**src/rtl/mult_test_sequencer_pkg.sv**
```systemverilog
// Shared types and constants for the multiplier test sequencer.
package mult_test_sequencer_pkg;

  typedef enum logic [1:0] {
    StIdle,
    StIssue,
    StDrain,
    StDone
  } seq_state_e;

  localparam int unsigned LATENCY_MAX = 64;
  // Drain countdown holds LATENCY-1, so LATENCY_MAX-1 must fit.
  localparam int unsigned DRAIN_W = $clog2(LATENCY_MAX);

  function automatic logic [31:0] sat_inc(input logic [31:0] v);
    return (v == '1) ? v : v + 32'd1;
  endfunction

endpackage

```
**src/rtl/mult_test_sequencer_if.sv**
```systemverilog
// RAM-side port of the sequencer: operand read address and result write strobe/address.
interface mult_test_sequencer_if #(
  parameter int unsigned ADDR_WIDTH = 8
);
  logic                  r_en;
  logic [ADDR_WIDTH-1:0] r_addr;
  logic                  we;
  logic [ADDR_WIDTH-1:0] w_addr;

  modport master (output r_en, r_addr, we, w_addr);
  modport slave  (input  r_en, r_addr, we, w_addr);
endinterface

```
**src/rtl/mult_test_sequencer_seq_addr_pipe.sv**
```systemverilog
// Fixed-depth {valid, addr} delay line; only the valid bits are reset so a
// reset drops every pending write.
module seq_addr_pipe #(
  parameter int unsigned ADDR_WIDTH = 8,
  parameter int unsigned DEPTH      = 4
) (
  input  logic                  clk,
  input  logic                  rst_n,
  input  logic                  in_valid,
  input  logic [ADDR_WIDTH-1:0] in_addr,
  output logic                  out_valid,
  output logic [ADDR_WIDTH-1:0] out_addr
);

  (* altera_attribute = "-name AUTO_SHIFT_REGISTER_RECOGNITION OFF" *)
  logic [DEPTH-1:0]      valid_q;
  (* altera_attribute = "-name AUTO_SHIFT_REGISTER_RECOGNITION OFF" *)
  logic [ADDR_WIDTH-1:0] addr_q [DEPTH];

  always_ff @(posedge clk or negedge rst_n) begin
    if (!rst_n) begin
      valid_q <= '0;
    end else begin
      valid_q[0] <= in_valid;
      for (int unsigned i = 1; i < DEPTH; i++) begin
        valid_q[i] <= valid_q[i-1];
      end
    end
  end

  always_ff @(posedge clk) begin
    addr_q[0] <= in_addr;
    for (int unsigned i = 1; i < DEPTH; i++) begin
      addr_q[i] <= addr_q[i-1];
    end
  end

  assign out_valid = valid_q[DEPTH-1];
  // Address flops are unreset; mask them so w_addr reads 0 whenever no write is pending.
  assign out_addr  = out_valid ? addr_q[DEPTH-1] : '0;

endmodule

```
**src/rtl/mult_test_sequencer.sv**
```systemverilog
// Issues a (possibly repeated) contiguous operand read range and the matching
// result writes LATENCY cycles later, with run status and cycle count.
module mult_test_sequencer
  import mult_test_sequencer_pkg::*;
#(
  parameter int unsigned ADDR_WIDTH = 8,
  parameter int unsigned LATENCY    = 4,
  parameter int unsigned ITER_WIDTH = 16
) (
  input  logic                  pll_clock,
  input  logic                  resetn,
  input  logic                  pll_lock,
  input  logic                  start,
  input  logic                  abort,
  input  logic [ADDR_WIDTH-1:0] first_addr,
  input  logic [ADDR_WIDTH-1:0] last_addr,
  input  logic [ITER_WIDTH-1:0] iterations,
  mult_test_sequencer_if.master ram,
  output logic                  busy,
  output logic                  done,
  output logic                  aborted,
  output logic                  cfg_err,
  output logic [31:0]           cycle_count
);

  seq_state_e            state_q;
  logic                  r_en_q;
  logic [ADDR_WIDTH-1:0] r_addr_q;
  logic [ADDR_WIDTH-1:0] first_q;
  logic [ADDR_WIDTH-1:0] last_q;
  logic [ITER_WIDTH-1:0] passes_q;
  logic [DRAIN_W-1:0]    drain_q;
  logic                  busy_q;
  logic                  done_q;
  logic                  aborted_q;
  logic                  cfg_err_q;
  logic [31:0]           cycle_q;
  logic                  stop_req;

  assign stop_req = abort || !pll_lock;

  always_ff @(posedge pll_clock or negedge resetn) begin
    if (!resetn) begin
      state_q   <= StIdle;
      r_en_q    <= 1'b0;
      r_addr_q  <= '0;
      first_q   <= '0;
      last_q    <= '0;
      passes_q  <= '0;
      drain_q   <= '0;
      busy_q    <= 1'b0;
      done_q    <= 1'b0;
      aborted_q <= 1'b0;
      cfg_err_q <= 1'b0;
      cycle_q   <= '0;
    end else begin
      unique case (state_q)
        StIdle, StDone: begin
          if (start && pll_lock) begin
            first_q   <= first_addr;
            last_q    <= last_addr;
            passes_q  <= (iterations == '0) ? ITER_WIDTH'(1) : iterations;
            aborted_q <= 1'b0;
            cycle_q   <= '0;
            if (last_addr < first_addr) begin
              cfg_err_q <= 1'b1;
              done_q    <= 1'b1;
              state_q   <= StDone;
            end else begin
              cfg_err_q <= 1'b0;
              done_q    <= 1'b0;
              busy_q    <= 1'b1;
              r_en_q    <= 1'b1;
              r_addr_q  <= first_addr;
              state_q   <= StIssue;
            end
          end
        end
        StIssue: begin
          cycle_q <= sat_inc(cycle_q);
          if (stop_req) begin
            aborted_q <= 1'b1;
            r_en_q    <= 1'b0;
            drain_q   <= DRAIN_W'(LATENCY - 1);
            state_q   <= StDrain;
          end else if (r_addr_q == last_q) begin
            // Wrap to the range start with no bubble while passes remain.
            if (passes_q > ITER_WIDTH'(1)) begin
              passes_q <= passes_q - ITER_WIDTH'(1);
              r_addr_q <= first_q;
            end else begin
              r_en_q  <= 1'b0;
              drain_q <= DRAIN_W'(LATENCY - 1);
              state_q <= StDrain;
            end
          end else begin
            r_addr_q <= r_addr_q + ADDR_WIDTH'(1);
          end
        end
        StDrain: begin
          cycle_q <= sat_inc(cycle_q);
          if (stop_req) begin
            aborted_q <= 1'b1;
          end
          if (drain_q == '0) begin
            busy_q  <= 1'b0;
            done_q  <= 1'b1;
            state_q <= StDone;
          end else begin
            drain_q <= drain_q - DRAIN_W'(1);
          end
        end
        default: state_q <= StIdle;
      endcase
    end
  end

  seq_addr_pipe #(
    .ADDR_WIDTH (ADDR_WIDTH),
    .DEPTH      (LATENCY)
  ) u_addr_pipe (
    .clk       (pll_clock),
    .rst_n     (resetn),
    .in_valid  (r_en_q),
    .in_addr   (r_addr_q),
    .out_valid (ram.we),
    .out_addr  (ram.w_addr)
  );

  assign ram.r_en     = r_en_q;
  assign ram.r_addr   = r_addr_q;
  assign busy         = busy_q;
  assign done         = done_q;
  assign aborted      = aborted_q;
  assign cfg_err      = cfg_err_q;
  assign cycle_count  = cycle_q;

endmodule

```
**src/flat_wrapper.sv**
```systemverilog
// flat-port wrapper written by rule: the top's interface ports become plain ports
module mult_test_sequencer_flat import mult_test_sequencer_pkg::*;
#(
  parameter int unsigned ADDR_WIDTH = 8,
  parameter int unsigned LATENCY    = 4,
  parameter int unsigned ITER_WIDTH = 16
)
  (pll_clock, resetn, pll_lock, start, abort, first_addr, last_addr, iterations, busy, done, aborted, cfg_err, cycle_count, ram_r_en, ram_r_addr, ram_we, ram_w_addr);
  mult_test_sequencer_if #(.ADDR_WIDTH(ADDR_WIDTH)) ram_i ();
  input  logic pll_clock;
  input  logic resetn;
  input  logic pll_lock;
  input  logic start;
  input  logic abort;
  input  logic [ADDR_WIDTH-1:0] first_addr;
  input  logic [ADDR_WIDTH-1:0] last_addr;
  input  logic [ITER_WIDTH-1:0] iterations;
  output logic busy;
  output logic done;
  output logic aborted;
  output logic cfg_err;
  output logic [31:0] cycle_count;
  output wire logic [$bits(ram_i.r_en)-1:0] ram_r_en;
  output wire logic [$bits(ram_i.r_addr)-1:0] ram_r_addr;
  output wire logic [$bits(ram_i.we)-1:0] ram_we;
  output wire logic [$bits(ram_i.w_addr)-1:0] ram_w_addr;
  assign ram_r_en = ram_i.r_en;
  assign ram_r_addr = ram_i.r_addr;
  assign ram_we = ram_i.we;
  assign ram_w_addr = ram_i.w_addr;
  mult_test_sequencer #(.ADDR_WIDTH(ADDR_WIDTH), .LATENCY(LATENCY), .ITER_WIDTH(ITER_WIDTH)) u_core (.pll_clock(pll_clock), .resetn(resetn), .pll_lock(pll_lock), .start(start), .abort(abort), .first_addr(first_addr), .last_addr(last_addr), .iterations(iterations), .ram(ram_i), .busy(busy), .done(done), .aborted(aborted), .cfg_err(cfg_err), .cycle_count(cycle_count));
endmodule
```
**config.mk**
```make
export PLATFORM = sky130hd
export DESIGN_NAME = mult_test_sequencer_flat
export DESIGN_NICKNAME = d
export VERILOG_FILES = /design/src/rtl/mult_test_sequencer_pkg.sv /design/src/rtl/mult_test_sequencer_if.sv /design/src/rtl/mult_test_sequencer_seq_addr_pipe.sv /design/src/rtl/mult_test_sequencer.sv /design/src/flat_wrapper.sv
export SDC_FILE = /design/constraint.sdc
export NUM_CORES = 1
export LEC_CHECK = 0
export CAP_MARGIN = 10
export CORE_ASPECT_RATIO = 1.75
export CORE_MARGIN = 1
export CORE_UTILIZATION = 45
export CTS_BUF_LIST = sky130_fd_sc_hd__clkbuf_4
export DETAILED_ROUTE_END_ITERATION = 7
export GPL_TIMING_DRIVEN = 0
export PLACE_DENSITY = 0.74
export RECOVER_POWER = 50
export SETUP_SLACK_MARGIN = 0.15
export SLEW_MARGIN = 20
export SYNTH_ARGS = -nofsm -noshare
export SYNTH_HDL_FRONTEND = slang
export SYNTH_HIERARCHICAL = 1
export SYNTH_SLANG_ARGS = --single-unit
```
**constraint.sdc**
```tcl
create_clock -name pll_clock -period 4 [get_ports pll_clock]
set_clock_uncertainty 0.1 [all_clocks]
set_input_delay 0.6 -clock pll_clock [delete_from_list [all_inputs] [get_ports pll_clock]]
set_output_delay 0.6 -clock pll_clock [all_outputs]
set_load 0.1 [all_outputs]
```
After elaboration in Yosys (flattened, before gate mapping)
Memory sizes are Yosys's and may differ from the RTL's.
Cells that the tools add are included.
Operators by class
  add/sub/neg operators: 4
  reduce and logical (&&, ||, !) cells: 21
  order comparisons: 2
  multiplexer cells: 43
  eq/ne operators: 17
Operator list (count)
  $mux 16: 5
  $mux 32: 2
  $pmux 32 s2: 1
  $mux 8: 6
  $add 32x1->32 const B: 1
  $eq 32x32->1 const B: 1
  $pmux 16 s2: 1
  $mux 6: 4
  $gt 16x1->1 const B: 1
  $logic_not 16->1: 1
  $pmux 8 s2: 1
  $sub 16x1->16 const B: 1
  $reduce_and 5->1: 3
  $mux 2: 6
  $pmux 6 s2: 1
  $reduce_and 4->1: 3
  $mux 1: 11
  $ne 2x1->1 const B: 5
  $add 8x1->8 const B: 1
  $eq 8x8->1: 1
  $lt 8x8->1: 1
  $ne 2x2->1 const B: 4
  $pmux 1 s2: 4
  $logic_not 6->1: 1
  other kinds (15): 21
Storage, ports and cells
  output and inout bits: 54
  flip-flop bits (word level): 89
  memories: 1
  memory bits (writable): 32
  input port bits: 37
  logic and storage cells: 101
Memories
  u_core.u_addr_pipe.addr_q: depth 4, width 8, rd ports 4, clocked after Yosys merged registers in 0, wr ports 4, line mult_test_sequencer_seq_addr_pipe.sv:18  | logic [ADDR_WIDTH-1:0] addr_q [DEPTH];

Longest topological paths before layout
Gate-level depths: netlist of the first run.
  depth in word-level cells: 5
  gate-level depth with buffers: 10
  depth with buffers taken out: 8

Cells and area by module
Netlist of the first run, hierarchy kept.
Modules (own cells, without submodules)
  mult_test_sequencer: cells an instance 576, area an instance 5190.0 um2, times used 1
  seq_addr_pipe: cells an instance 44, area an instance 790.8 um2, times used 1

Worst setup path before layout of the first run
Ideal clock, no wire load.
  kind: register to register
  start point: reg u_core.cycle_q[8] (netlist: u_core/cycle_count[8])
  end point: reg u_core.cycle_q[10] (netlist: u_core/cycle_count[10])
  path slack: 1.249 ns
  clock period less this slack: 2.751 ns
  data required time: 3.768 ns
  path buffers: 1
  cell stages (with the launch flop): 8
  arrival: 2.520 ns
  cell sequence: dfrtp_1 -> nand4_1 -> or3_1 -> buf_6 -> or3_4 -> nand4_1 -> xor2_1 -> nor2_1
On the way
  longest elaborated chain between the ends: 3
Ends and longest elaborated chain
  start, declared: line mult_test_sequencer.sv:37  | logic [31:0] cycle_q;
  start signal, assigned: line mult_test_sequencer.sv:80  | cycle_q <= sat_inc(cycle_q);
  start signal, assigned: line mult_test_sequencer.sv:101  | cycle_q <= sat_inc(cycle_q);
  $add 32x1->32 or $eq 32x32->1 (tied branches): line mult_test_sequencer_pkg.sv:16  | return (v == '1) ? v : v + 32'd1;
  $mux 32 or $ne 2x2->1 (tied branches)
  $pmux 32 s2 or $reduce_and 2->1 (tied branches)
Parallel ways exist; a longest one is shown, timed or not. The select of a mux whose other input is x is not followed.
A chain may end at the register's enable or synchronous reset.

Worst setup path after layout of the first run
  start point: reg u_core.r_addr_q[1] (netlist: u_core/ram.r_addr[1])
  end point: out ram_r_addr[1]
RTL lines
  start, declared: line mult_test_sequencer.sv:28  | logic [ADDR_WIDTH-1:0] r_addr_q;
  start signal, assigned: line mult_test_sequencer.sv:74  | r_addr_q <= first_addr;
  start signal, assigned: line mult_test_sequencer.sv:90  | r_addr_q <= first_q;
  start signal, assigned: line mult_test_sequencer.sv:97  | r_addr_q <= r_addr_q + ADDR_WIDTH'(1);
  end, declared: line flat_wrapper.sv:24  | output wire logic [$bits(ram_i.r_addr)-1:0] ram_r_addr;
No word-level cell between the ends.

==> results of run 1 <==
## synthesized netlist by cell type, types with 5 or more instances
library cell / n
nor4_1: 13
and3_1: 6
nand4_1: 13
xnor2_1: 27
nor4_4: 5
dfxtp_1: 32
or3_1: 12
a21oi_1: 34
nand3_1: 20
clkbuf_1: 13
nor2_1: 61
xor2_1: 6
inv_1: 24
nand2_1: 77
and2_1: 10
dfrtp_1: 89
mux2_2: 6
mux2i_1: 10
ha_1: 16
nor3_1: 22
o21ai_0: 28
## registers in the layout, indices dropped and copies added (netlist names)
signal,flops
u_core/cfg_err,1
u_core/passes_q,16
u_core/first_q,8
u_core/ram.r_addr,8
u_core/u_addr_pipe/addr_q,32
u_core/done,1
u_core/state_q,2
u_core/u_addr_pipe/valid_q,4
u_core/last_q,8
u_core/busy,1
u_core/cycle_count,32
u_core/aborted,1
u_core/ram.r_en,1
u_core/drain_q,6
## per-stage QoR
stage	TNS, ps	std cells	worst slack (ps)	hold slack (ps)	total power (uW)
after global routing	0	916	870	244	6190
after floorplan	0	620	1250	204	4100
after detailed placement	0	882	818	212	4860
after global placement	-100820	881	-1140	211	4770
final	0	916	1030	239	5840
after CTS	0	915	982	237	5870
## metal layers
| metal | GRT usage, % | up-vias | part of all wire [%] |
|---|---|---|---|
| li1 | - | 2448 | - |
| met1 | 27.2 | 2530 | 38 |
| met2 | 41.9 | 225 | 53 |
| met3 | 3.95 | 42 | 5.3 |
| met4 | 14.5 | 0 | 4.1 |
| met5 | 0 | - | 0 |
## layout make-up
type / count / area [um^2]
Antenna cell: 1 / 2.50
Clock inverter: 15 / 203
Sequential cell: 121 / 2870
Buffer: 21 / 109
Clock buffer: 17 / 128
Timing Repair Buffer: 92 / 932
Multi-Input combinational cell: 454 / 2910
Inverter: 24 / 90.1
Fill cell: 1154 / 5480
Tap cell: 171 / 214
## worst max path at each step
stage / to / slack [ps] / cells after the start
2_1_floorplan: u_core/cycle_count[10] / 1250 / 7
3_3_place_gp: u_core/cycle_count[4] / -1140 / 1
3_5_place_dp: u_core/ram.r_addr[3] / 820 / 9
4_1_cts: ram_w_addr[6] / 980 / 2
5_1_grt: u_core/ram.r_addr[6] / 870 / 9
6_report: ram_r_addr[1] / 1030 / 1
## kinds of logic after synthesis
logic type	Yosys count	synth area share [%]
xor+xnor	34	5.10
buf+inv	45	3.35
compound gates	116	12.8
fa+ha+maj	16	3.35
simple gates	272	24.6
flops	121	47.9
mux	16	2.80
## what timing repair did
action | in CTS | in global routing
buffers inserted | 0 | 0
hold buffers | 1 | 0
endpoints found under the hold margin | 13 | 0
## power by group
part / leakage, uW / switching, uW / internal (uW)
Sequential: 0.00137 / 353 / 1670
Combinational: 0.00156 / 1960 / 857
Clock: 0.000180 / 534 / 462
Total: 0.00311 / 2850 / 2990
==> impl_metrics.env, run 1 <==
export IMPL_r2r_start="u_core/state_q[0]"
export IMPL_wl_um=15500
export IMPL_outcome="completed"
export IMPL_synth_cell_type_count=74
export IMPL_maxSlewViolCount=0
export IMPL_worst_setup_path_type="flip-flop to primary output"
export IMPL_synth_area_leaders="dfrtp_1 37%, dfxtp_1 11%, nand2_1 4.8%, xnor2_1 4.0%, nor2_1 3.8%"
export IMPL_drive_above_1_share_pct=9.68
export IMPL_grt_max_degree=77
export IMPL_slowest_delay_ps=1200
export IMPL_clock_sinks=121
export IMPL_ant_nets=0
export IMPL_setup_viol=0
export IMPL_yosysTopAreaCell="dfrtp_1"
export IMPL_num_io_pins=91
export IMPL_wl_per_cell_um=17.0
export IMPL_end_kind="primary output"
export IMPL_rsz0062_at_grt="false"
export IMPL_max_cap_viol_count=0
export IMPL_port_buffers=90
export IMPL_finalCriticalPeriod_ps=2970
export IMPL_coreArea_um2=12900
export IMPL_worstHoldStart="u_core/u_addr_pipe/addr_q[1][6]"
export IMPL_p_per_area_nw_per_um2=783
export IMPL_finalHoldViolations=0
export IMPL_cts_inserted_buffers=17
export IMPL_reg2reg_slack_ps=1110
export IMPL_initial_core_util_pct=46.2
export IMPL_worstHoldPathType="flip-flop to flip-flop"
export IMPL_grt_usage_pct=24.3
export IMPL_required_ps=3300
export IMPL_die_area_um2=13800
export IMPL_drc=0
export IMPL_grt_ovfl_total=0
export IMPL_dr_first_iter_drc_count=331
export IMPL_final_cell_mix="89 x clkdlybuf4s50_1, 89 x dfrtp_1, 77 x nand2_1, 61 x nor2_1, 34 x a21oi_1"
export IMPL_min_path_cells=0
export IMPL_synth_edff_count=0
export IMPL_syn_area_um2=5980
export IMPL_critPathLaunch="u_core/ram.r_addr[1]"
export IMPL_fmax_ghz=0.336
export IMPL_yosys_register_bits=121
export IMPL_yosysSeqAreaShare_pct=47.9
export IMPL_path_clk_slew_ps=130
export IMPL_p_leak_uw=0.00311
export IMPL_root_buffer="clkbuf_4"
export IMPL_synth_main_ff_cell="dfrtp_1"
export IMPL_worstHoldEndpoint="u_core/u_addr_pipe/addr_q[2][6]"
export IMPL_peakVddDrop_uv=327
export IMPL_path_buf_inv=1
export IMPL_finish_instance_area_um2=7450
export IMPL_synthesis_nets=673
export IMPL_synth_async_reset_ratio_pct=73.6
export IMPL_relSlewSlack_pct=32.6
export IMPL_synth_top_cell_area_share_pct=37.2
export IMPL_min_period_over_period_pct=74.4
export IMPL_tightestPinTransition_ps=1010
export IMPL_tritoncts="yes"
export IMPL_grt_pass1_wl_um=25500
export IMPL_crit_family="buffers and inverters"
export IMPL_clock_latency_ps=530
export IMPL_crit_arrival_ps=2270
export IMPL_vias=5245
export IMPL_placed_area_um2=7120
export IMPL_reg2reg_to="u_core/ram.r_addr[3]"
export IMPL_cts_resized=0
export IMPL_hpwlAfterDp_um=11500
export IMPL_grt_pass1_vias=5242
export IMPL_fp_row_count=55
export IMPL_reg2regPathDepth=9
export IMPL_path_max_fanout=8
export IMPL_gp_congestion=0.938
export IMPL_antenna_found_initial=1
export IMPL_die_w_um=89.1
export IMPL_routed_via_density=5.73
export IMPL_nNetsFinal=784
export IMPL_die_h_um=155
export IMPL_drt_pass1_iterations=5
export IMPL_syn_instance_count=620
export IMPL_clockBufferDepth=2
export IMPL_htreeDepth=4
export IMPL_syn_to_final_growth_pct=24.6
export IMPL_yosys_warnings=6
export IMPL_post_route_util_pct=57.6
export IMPL_worstSetupStartpointType="flip-flop"
export IMPL_cp_slowest_cell="clkdlybuf4s50_1"
export IMPL_synth_avg_cell_area_um2=9.65
export IMPL_cp_cell_sequence="clkdlybuf4s50_1"
(Power assumes the default switching activity.)
==> inputs of run 2 (changes only) <==
==> constraint.sdc (replaced) <==
create_clock -name pll_clock -period 3.03 [get_ports pll_clock]
set_clock_uncertainty 0.1 [all_clocks]
set_input_delay 0.4545 -clock pll_clock [delete_from_list [all_inputs] [get_ports pll_clock]]
set_output_delay 0.4545 -clock pll_clock [all_outputs]
set_load 0.1 [all_outputs]
==> impl_metrics.env, run 2 (synthesis results as in run 1) <==
export IMPL_p_leak_uw=0.00322
export IMPL_multi_input_area_um2=2920
export IMPL_dp_slack_ps=-6.61
export IMPL_worst_setup_path_type="flip-flop to primary output"
export IMPL_drc=0
export IMPL_hpwlAfterDp_um=11500
export IMPL_cp_slowest_cell="clkdlybuf4s50_1"
export IMPL_timing_final_ws_setup_ps=264
export IMPL_antenna_found_initial=1
export IMPL_dr_first_iter_drc_count=331
export IMPL_fin_hold_ws_ps=240
export IMPL_drive_above_1_share_pct=9.95
export IMPL_worstSetupStartpointType="flip-flop"
export IMPL_port_buffers=90
export IMPL_maxSlewViolCount=0
export IMPL_drt_pass1_iterations=5
export IMPL_wl_um=15600
export IMPL_wl_per_cell_um=17.0
export IMPL_path_clk_slew_ps=120
export IMPL_grt_max_degree=77
export IMPL_tritoncts="yes"
export IMPL_max_cap_viol_count=0
export IMPL_cts_inserted_buffers=17
export IMPL_path_buf_inv=1
export IMPL_htreeDepth=4
export IMPL_syn_to_final_growth_pct=25.1
export IMPL_grt_usage_pct=24.3
export IMPL_finalCriticalPeriod_ps=2770
export IMPL_gp_congestion=0.938
export IMPL_die_area_um2=13800
export IMPL_root_buffer="clkbuf_4"
export IMPL_grt_ovfl_total=0
export IMPL_crit_arrival_ps=2210
export IMPL_die_h_um=155
export IMPL_power_uw=7720
export IMPL_layout_commonest_cell="dfrtp_1"
export IMPL_ant_nets=0
export IMPL_timing_setup_tns_ps=0
export IMPL_coreArea_um2=12900
export IMPL_routed_via_density=5.72
export IMPL_path_max_fanout=5
export IMPL_cp_cell_sequence="clkdlybuf4s50_1"
export IMPL_finish_instance_area_um2=7480
export IMPL_rsz0062_at_grt="false"
export IMPL_nFillCells=1148
export IMPL_seqCellArea_um2=2870
export IMPL_vias=5242
export IMPL_peakVddDrop_uv=398
export IMPL_end_kind="primary output"
export IMPL_slowest_delay_ps=1190
export IMPL_placed_area_um2=7120
export IMPL_num_io_pins=91
export IMPL_setup_viol=0
export IMPL_nNetsFinal=784
export IMPL_required_ps=2480
export IMPL_final_cell_mix="89 x dfrtp_1, 77 x nand2_1, 76 x clkdlybuf4s50_1, 61 x nor2_1, 34 x a21oi_1"
export IMPL_clockBufferDepth=2
export IMPL_worstHoldPathType="flip-flop to flip-flop"
export IMPL_relSlewSlack_pct=29.1
export IMPL_fp_row_count=55
export IMPL_outcome="completed"
export IMPL_die_w_um=89.1
export IMPL_finalHoldViolations=0
export IMPL_clock_sinks=121
export IMPL_grt_pass1_vias=5242
export IMPL_post_cts_buffers=0
export IMPL_initial_core_util_pct=46.2
export IMPL_p_per_area_nw_per_um2=1030
export IMPL_grt_pass1_wl_um=25500
export IMPL_fmax_ghz=0.361
export IMPL_crit_family="buffers and inverters"
export IMPL_min_period_over_period_pct=91.3
export IMPL_clock_latency_ps=530
export IMPL_tightestPinTransition_ps=1060
-- run 2: final timing paths --
check                                                 from                              end  slack (ps)  cells after the start
max                                   u_core/ram.r_addr[7]                    ram_r_addr[7]         260                      1
min                        u_core/u_addr_pipe/addr_q[1][6]  u_core/u_addr_pipe/addr_q[2][6]         240                      0
max reg2reg                              u_core/state_q[0]             u_core/ram.r_addr[3]         390                      9
min reg2reg                u_core/u_addr_pipe/addr_q[1][6]  u_core/u_addr_pipe/addr_q[2][6]         240                      0
max in group asynchronous                           resetn                u_core/drain_q[1]         780                      3
min in group asynchronous                           resetn                 u_core/last_q[4]         410                      2
-- run 2: layer usage --
| metal | vias up | part of all wire [%] | GRT usage (%) |
|---|---|---|---|
| met5 | - | 0 | 0 |
| met4 | 0 | 4.0 | 14.5 |
| met1 | 2548 | 38 | 27.2 |
| met2 | 200 | 53 | 41.9 |
| li1 | 2452 | - | - |
| met3 | 42 | 4.7 | 3.95 |
-- run 2: layout make-up --
| class | instances | area share, % |
|---|---|---|
| tap | 171 | 2.86 |
| antenna | 1 | 0.0335 |
| sequential | 121 | 38.3 |
| clock buffer | 17 | 1.71 |
| inverter | 24 | 1.20 |
| multi-input combinational | 454 | 39.0 |
| timing repair buffer | 92 | 12.6 |
| buffer | 21 | 1.47 |
| clock inverter | 15 | 2.71 |
-- run 2: power breakdown --
part | leakage (uW) | switching, uW | total (uW) | internal, uW
Combinational | 0.00167 | 2610 | 3740 | 1130
Clock | 0.000180 | 704 | 1310 | 610
Sequential | 0.00137 | 467 | 2670 | 2200
Total | 0.00322 | 3780 | 7720 | 3940
-- run 2: metrics by stage --
stage,cells,utilization (%)
after floorplan,620,-
after CTS,915,57.7
final,916,57.8
after global routing,916,57.8
after global placement,881,54.8
after detailed placement,882,55.1
-- run 2: what timing repair did --
| action | 4_1_cts | 5_1_grt |
|---|---|---|
| hold endpoints to repair | 89 | 0 |
| hold buffers | 1 | 0 |
| resized for setup | 0 | 14 |
| setup endpoints to repair | 0 | 19 |
